## src/rtl/audio_frame_streamer.sv

```systemverilog
// Snapshots one frame from the per-channel FIFO bank and serialises its enabled channels onto a valid/ready stream.
// Latency: capture edge k, adv_read_req high for cycle k..k+1, first beat valid after edge k+1, then 1 beat/cycle.
// Backpressure: m_tready low freezes the presented beat; no new frame is captured until streaming and hold-off finish.
module audio_frame_streamer #(
    parameter int AUDIO_WIDTH  = 24,
    parameter int NUM_CHANNELS = 16,
    parameter int HOLDOFF      = 3
) (
    input  logic                            sys_clk,
    input  logic                            sys_rst,
    input  logic [AUDIO_WIDTH-1:0]          audio_channel_in [NUM_CHANNELS],
    input  logic                            buffer_ready,
    input  logic                            buffer_full,
    input  logic [NUM_CHANNELS-1:0]         channel_enable,
    output logic                            adv_read_req,
    output logic [AUDIO_WIDTH-1:0]          m_tdata,
    output logic [$clog2(NUM_CHANNELS)-1:0] m_tchan,
    output logic                            m_tlast,
    output logic                            m_tvalid,
    input  logic                            m_tready,
    output logic                            busy,
    output logic [15:0]                     frame_count,
    output logic [15:0]                     overflow_count
);

    localparam int CW = $clog2(NUM_CHANNELS);
    localparam logic [NUM_CHANNELS-1:0] BIT0 = NUM_CHANNELS'(1);

    localparam logic [1:0] ST_IDLE   = 2'd0;
    localparam logic [1:0] ST_ACK    = 2'd1;
    localparam logic [1:0] ST_STREAM = 2'd2;
    localparam logic [1:0] ST_GAP    = 2'd3;

    logic [1:0]              state_q, state_d;
    logic [3:0]              hold_q, hold_d;
    logic [NUM_CHANNELS-1:0] rem_q, rem_d;
    logic [AUDIO_WIDTH-1:0]  shadow_q [NUM_CHANNELS];
    logic                    capture;
    logic                    adv_q, adv_d;
    logic                    tvalid_q, tvalid_d;
    logic                    tlast_q, tlast_d;
    logic [AUDIO_WIDTH-1:0]  tdata_q, tdata_d;
    logic [CW-1:0]           tchan_q, tchan_d;
    logic                    busy_q;
    logic [15:0]             frame_q, frame_d;
    logic [15:0]             ovf_q, ovf_d;
    logic                    bfull_q;

    // rem_q holds the channels of the captured frame not yet presented;
    // the lowest set bit is always the next beat, and clearing it tells whether that beat is last
    logic [CW-1:0]           pick_idx;
    logic                    pick_any;
    logic [NUM_CHANNELS-1:0] pick_rest;

    // Lowest remaining enabled channel of the shadow frame
    always_comb begin
        pick_idx = '0;
        pick_any = 1'b0;
        for (int i = NUM_CHANNELS - 1; i >= 0; i--) begin
            if (rem_q[i]) begin
                pick_idx = CW'(i);
                pick_any = 1'b1;
            end
        end
        pick_rest = rem_q & ~(BIT0 << pick_idx);
    end

    // Next-state logic for the frame FSM, stream register and counters
    always_comb begin
        state_d  = state_q;
        hold_d   = (hold_q != 4'd0) ? hold_q - 4'd1 : 4'd0;
        rem_d    = rem_q;
        capture  = 1'b0;
        adv_d    = 1'b0;
        tvalid_d = tvalid_q;
        tlast_d  = tlast_q;
        tdata_d  = tdata_q;
        tchan_d  = tchan_q;
        frame_d  = frame_q;
        ovf_d    = (buffer_full && !bfull_q && ovf_q != 16'hFFFF) ? ovf_q + 16'd1 : ovf_q;
        case (state_q)
            ST_IDLE: begin
                if (buffer_ready && hold_q == 4'd0) begin
                    capture = 1'b1;
                    rem_d   = channel_enable;
                    adv_d   = 1'b1;
                    state_d = ST_ACK;
                end
            end
            ST_ACK: begin
                hold_d  = 4'(HOLDOFF);
                frame_d = frame_q + 16'd1;
                if (pick_any) begin
                    tvalid_d = 1'b1;
                    tchan_d  = pick_idx;
                    tdata_d  = shadow_q[pick_idx];
                    tlast_d  = (pick_rest == '0);
                    rem_d    = pick_rest;
                    state_d  = ST_STREAM;
                end else begin
                    state_d = ST_GAP;
                end
            end
            ST_STREAM: begin
                if (tvalid_q && m_tready) begin
                    if (tlast_q) begin
                        tvalid_d = 1'b0;
                        tlast_d  = 1'b0;
                        state_d  = ST_GAP;
                    end else begin
                        tchan_d = pick_idx;
                        tdata_d = shadow_q[pick_idx];
                        tlast_d = (pick_rest == '0);
                        rem_d   = pick_rest;
                    end
                end
            end
            default: begin
                // Leave as soon as the counter reaches zero, so the next capture
                // lands exactly when the hold-off has drained
                if (hold_d == 4'd0) begin
                    state_d = ST_IDLE;
                end
            end
        endcase
    end

    // Control, stream and counter registers
    always_ff @(posedge sys_clk or posedge sys_rst) begin
        if (sys_rst) begin
            state_q  <= ST_IDLE;
            hold_q   <= 4'd0;
            rem_q    <= '0;
            adv_q    <= 1'b0;
            tvalid_q <= 1'b0;
            tlast_q  <= 1'b0;
            tdata_q  <= '0;
            tchan_q  <= '0;
            busy_q   <= 1'b0;
            frame_q  <= 16'd0;
            ovf_q    <= 16'd0;
            bfull_q  <= 1'b0;
        end else begin
            state_q  <= state_d;
            hold_q   <= hold_d;
            rem_q    <= rem_d;
            adv_q    <= adv_d;
            tvalid_q <= tvalid_d;
            tlast_q  <= tlast_d;
            tdata_q  <= tdata_d;
            tchan_q  <= tchan_d;
            busy_q   <= (state_d != ST_IDLE);
            frame_q  <= frame_d;
            ovf_q    <= ovf_d;
            bfull_q  <= buffer_full;
        end
    end

    // Shadow frame: written only at capture, so later input changes cannot leak into the stream
    always_ff @(posedge sys_clk or posedge sys_rst) begin
        if (sys_rst) begin
            for (int i = 0; i < NUM_CHANNELS; i++) begin
                shadow_q[i] <= '0;
            end
        end else if (capture) begin
            shadow_q <= audio_channel_in;
        end
    end

    assign adv_read_req   = adv_q;
    assign m_tvalid       = tvalid_q;
    assign m_tlast        = tlast_q;
    assign m_tdata        = tdata_q;
    assign m_tchan        = tchan_q;
    assign busy           = busy_q;
    assign frame_count    = frame_q;
    assign overflow_count = ovf_q;

endmodule
```

## config.mk

```make
export PLATFORM = sky130hd
export DESIGN_NAME = audio_frame_streamer
export DESIGN_NICKNAME = d
export VERILOG_FILES = /design/src/rtl/audio_frame_streamer.sv
export SDC_FILE = /design/constraint.sdc
export NUM_CORES = 1
export LEC_CHECK = 0
export BUFFER_PORTS_ARGS = -buffer_cell sky130_fd_sc_hd__buf_4
export CAP_MARGIN = 20
export CORE_ASPECT_RATIO = 0.7
export CORE_MARGIN = 2
export CORE_UTILIZATION = 29
export CTS_CLUSTER_SIZE = 10
export DETAILED_ROUTE_END_ITERATION = 16
export PLACE_DENSITY_LB_ADDON = 0.12
export SLEW_MARGIN = 20
export SYNTH_ARGS = -nofsm -noshare
export SYNTH_HDL_FRONTEND = slang
export SYNTH_SLANG_ARGS = --single-unit
```

## constraint.sdc

```tcl
create_clock -name sys_clk -period 18.92 [get_ports sys_clk]
set_input_delay 0.946 -clock sys_clk [delete_from_list [all_inputs] [get_ports sys_clk]]
set_output_delay 0.946 -clock sys_clk [all_outputs]
set_load 0.02 [all_outputs]
```

==> flow_summary.ini <==
[timing]
hold_viol_final = 0
whs_ns = 0.4322
tightest_slew_ns = 1.259
post-route-period-util_pct = 23.41
slew_violations = 0
post-route-min-period_ns = 4.429
setup-violations-final = 0
rsz0062_at_grt = no
final.setup.tns_ns = 0
max_slew_margin_pct = 16.06
fmax_mhz = 225.8
skew_ns = 0.03444

[critical_path]
path_delay_family = compound AO/OA/AOI/OAI gates
cp-startpoint = rem_q[1]$_DFFE_PP0P_
start_kind = flop
reg2reg_from = rem_q[1]$_DFFE_PP0P_
worstPathRequired_ns = 19.47
path_cells = nor2_1 > nand2_1 > o2bb2ai_4 > buf_4 > and2_4 > buf_4 > a221oi_1 > o221ai_1 > a32o_1
cp_num_buf_inv = 2
critPathArrivalTime_ns = 4.97
worstSetupPathType = flop to flop
slowest_delay_ns = 0.68
crit_path_top_delay_cell = o2bb2ai_4
cpMostUsedCell = buf_4
crit_fanout = 64
end_kind = flop

[routing]
ant_nets = 0
via_count = 18911
wl_per_cell_um = 23.93
wl_um = 90190
routed_via_density = 5.018
dr.pass1.iters = 8
drtIter0Drc = 1698
detail_route.drc_violations = 0

[run_status]
status = complete, no violations

[cells_and_area]
drive_gt1_share_pct = 20.93
layout.area.seq_sq_um = 11790
fin_util_pct = 37.30
fill_cells = 7500
multi_input_area_sq_um = 8859
final_cell_area_sq_um = 27190
area_growth_syn_to_layout_pct = 27.88
fin_nets = 3184

[synthesis]
synth_fa_ha_area_share_pct = 0.3530
synth_area_sq_um = 21270
ys.flop_type = dfrtp_1
ys_types = 58
synth_compound_area_share_pct = 11.02
synth_top_family_by_area = simple AND/OR/NAND/NOR gates
ys_seq_area_share_pct = 55.42
synth_nets = 2792
synth-simple-area-share_pct = 24.00
synth_area_per_cell_sq_um = 8.932
synth-edff-count = 0
synth_cells = 2381
synthMuxAreaShare_pct = 4.730
yosysWarnings = 0
synth_seq_cells = 471
ys_async_sr_fraction_pct = 100.0
synth_xor_area_share_pct = 1.236

[global_route]
grt_overflow = 0
grt_usage_pct = 23.48
antenna_found_initial = 4
grt_pass1_vias = 19226
grt_max_degree = 219
grt_pass1_wl_um = 130700
grt.met1_usage_pct = 33.54
gr-usage-met2_pct = 35.30
grt_util_met3_pct = 6.187
grt.busiest_layer = met2

[floorplanning]
start_util_pct = 29.17
io_pins = 469
coreArea_sq_um = 72900
dieArea_sq_um = 75550
core.rowCount = 83
die_h_um = 230.6
fp.dieW_um = 327.7

[clock_network]
postCtsSetupBuffers = 0
ctsHoldBuffers = 0
path_clk_slew_ns = 0.06
cts_inserted_buffers = 55
cts_root_buf = clkbuf_16
post_cts_resized = 0
htree_levels = 2
ctsLongestPathBuffers = 3
clock_latency_ns = 0.63
cts_tree = built
cts_sinks = 471

[placed_design]
gp_routability_congestion = 0.8820
place_area_sq_um = 25640
numPortBuffers = 468
hpwl_um = 66840

[worst_hold_path]
worstHoldStart = buffer_full
hold_path.class = input pin to flop

[pwr]
irDropWorstVdd_mv = 0.09164
powerDensity_nw_per_um2 = 186.5
p_total_mw = 5.073
power.leakage_nw = 13.83

[job]
cap_violations = 0
==> report_power, final <==
group | switching [mW] | internal, mW | total, mW
logic | 1.49 | 0.761 | 2.25
clock network | 0.430 | 0.543 | 0.973
registers | 0.395 | 1.46 | 1.85
total | 2.31 | 2.76 | 5.07
==> state kept, by name, indices dropped and copies added, names as in the netlist <==
signal	flops
bfull_q	1
state_q	2
m_tvalid	1
rem_q	16
m_tchan	4
busy	1
m_tlast	1
m_tdata	24
overflow_count	16
shadow_q	384
frame_count	16
hold_q	4
adv_read_req	1
==> cells in the mapped netlist, types with 14 or more instances <==
cell type,number,area (sq um)
a21oi_1,16,80.08
a222oi_1,24,240.2
a32o_1,24,240.2
clkbuf_1,125,469.2
a221oi_1,73,639.4
nand2_1,1212,4549
nor2_1,22,82.58
o21ai_0,64,320.3
xnor2_1,23,201.4
dfrtp_1,471,11790
mux2i_1,96,960.9
o211ai_1,25,187.7
buf_2,16,80.08
o221ai_1,14,122.6
==> layout make-up <==
cell class              instances  share of cell area (%)
clock buffers                  67                   5.300
flip-flops and latches        471                   43.34
diodes                          2                 0.01840
repair buffers                491                   13.67
multi-input cells            1742                   32.57
inverters                      12                  0.2208
clock inverters                 7                  0.3773
well taps                     977                   4.495
==> layout by cell type (no fill, tap or decap), drive strengths merged, types with 5 or more instances in the layout <==
cell / count
nand4: 8
ha: 6
nor3: 7
dfrtp: 471
xnor2: 23
nor2: 24
mux2i: 96
and4: 5
clkbuf: 67
nand3: 12
nand2: 1212
and3: 5
nand2b: 5
a21oi: 16
or2: 5
inv: 13
a22o: 12
a221oi: 73
xor2: 7
a222oi: 24
o211ai: 25
nor4: 5
o31ai: 5
buf: 491
o221ai: 24
a32o: 24
o21ai: 75
==> through the flow <==
stage,instances,worst slack [ns]
finish,3769,14.49
global route,3768,14.23
CTS,3767,14.55
detailed placement,3693,14.58
global placement,3693,14.77
floorplan,2381,4.837
==> metal layers <==
layer / share of wire (%) / vias to the layer above / wire length (um)
li1: - / 8721 / -
met5: 0.045 / - / 41
met2: 44 / 675 / 39530
met1: 46 / 9405 / 41180
met4: 2.2 / 6 / 1944
met3: 8.3 / 104 / 7488
==> cells by family (layout without fill, tap and decap cells) <==
| group | count (synthesis) | count (layout) |
|---|---|---|
| and+or+nand+nor | 1307 | 1307 |
| DFF | 471 | 471 |
| AOI/OAI and AO/OA | 299 | 299 |
| buffers and inverters | 168 | 577 |
| muxes | 100 | 100 |
| xor gates and xnor gates | 30 | 30 |
| adders and majority gates | 6 | 6 |
| other | 0 | 2 |
==> worst reg2reg max path, delay by kind of cell, from the launching register on <==
kind,cells,cell delay (ns)
AO/OA/AOI/OAI,4,1.48
buffers and inverters,2,1.33
AND/OR/NAND/NOR,3,1.12
flip-flops,1,0.43
==> final timing paths <==
check / cells past startpoint / slack, ns / endpoint
max: 9 / 14.49 / m_tdata[20]$_DFFE_PP0P_
min: 1 / 0.43 / bfull_q$_DFF_PP0_
max reg2reg: 9 / 14.49 / m_tdata[20]$_DFFE_PP0P_
min reg2reg: 2 / 0.47 / shadow_q[181]$_DFFE_PP0P_
max in group asynchronous: 4 / 16.26 / shadow_q[369]$_DFFE_PP0P_
min in group asynchronous: 2 / 0.45 / shadow_q[65]$_DFFE_PP0P_
Note: power is estimated with default switching activity, not from simulation.
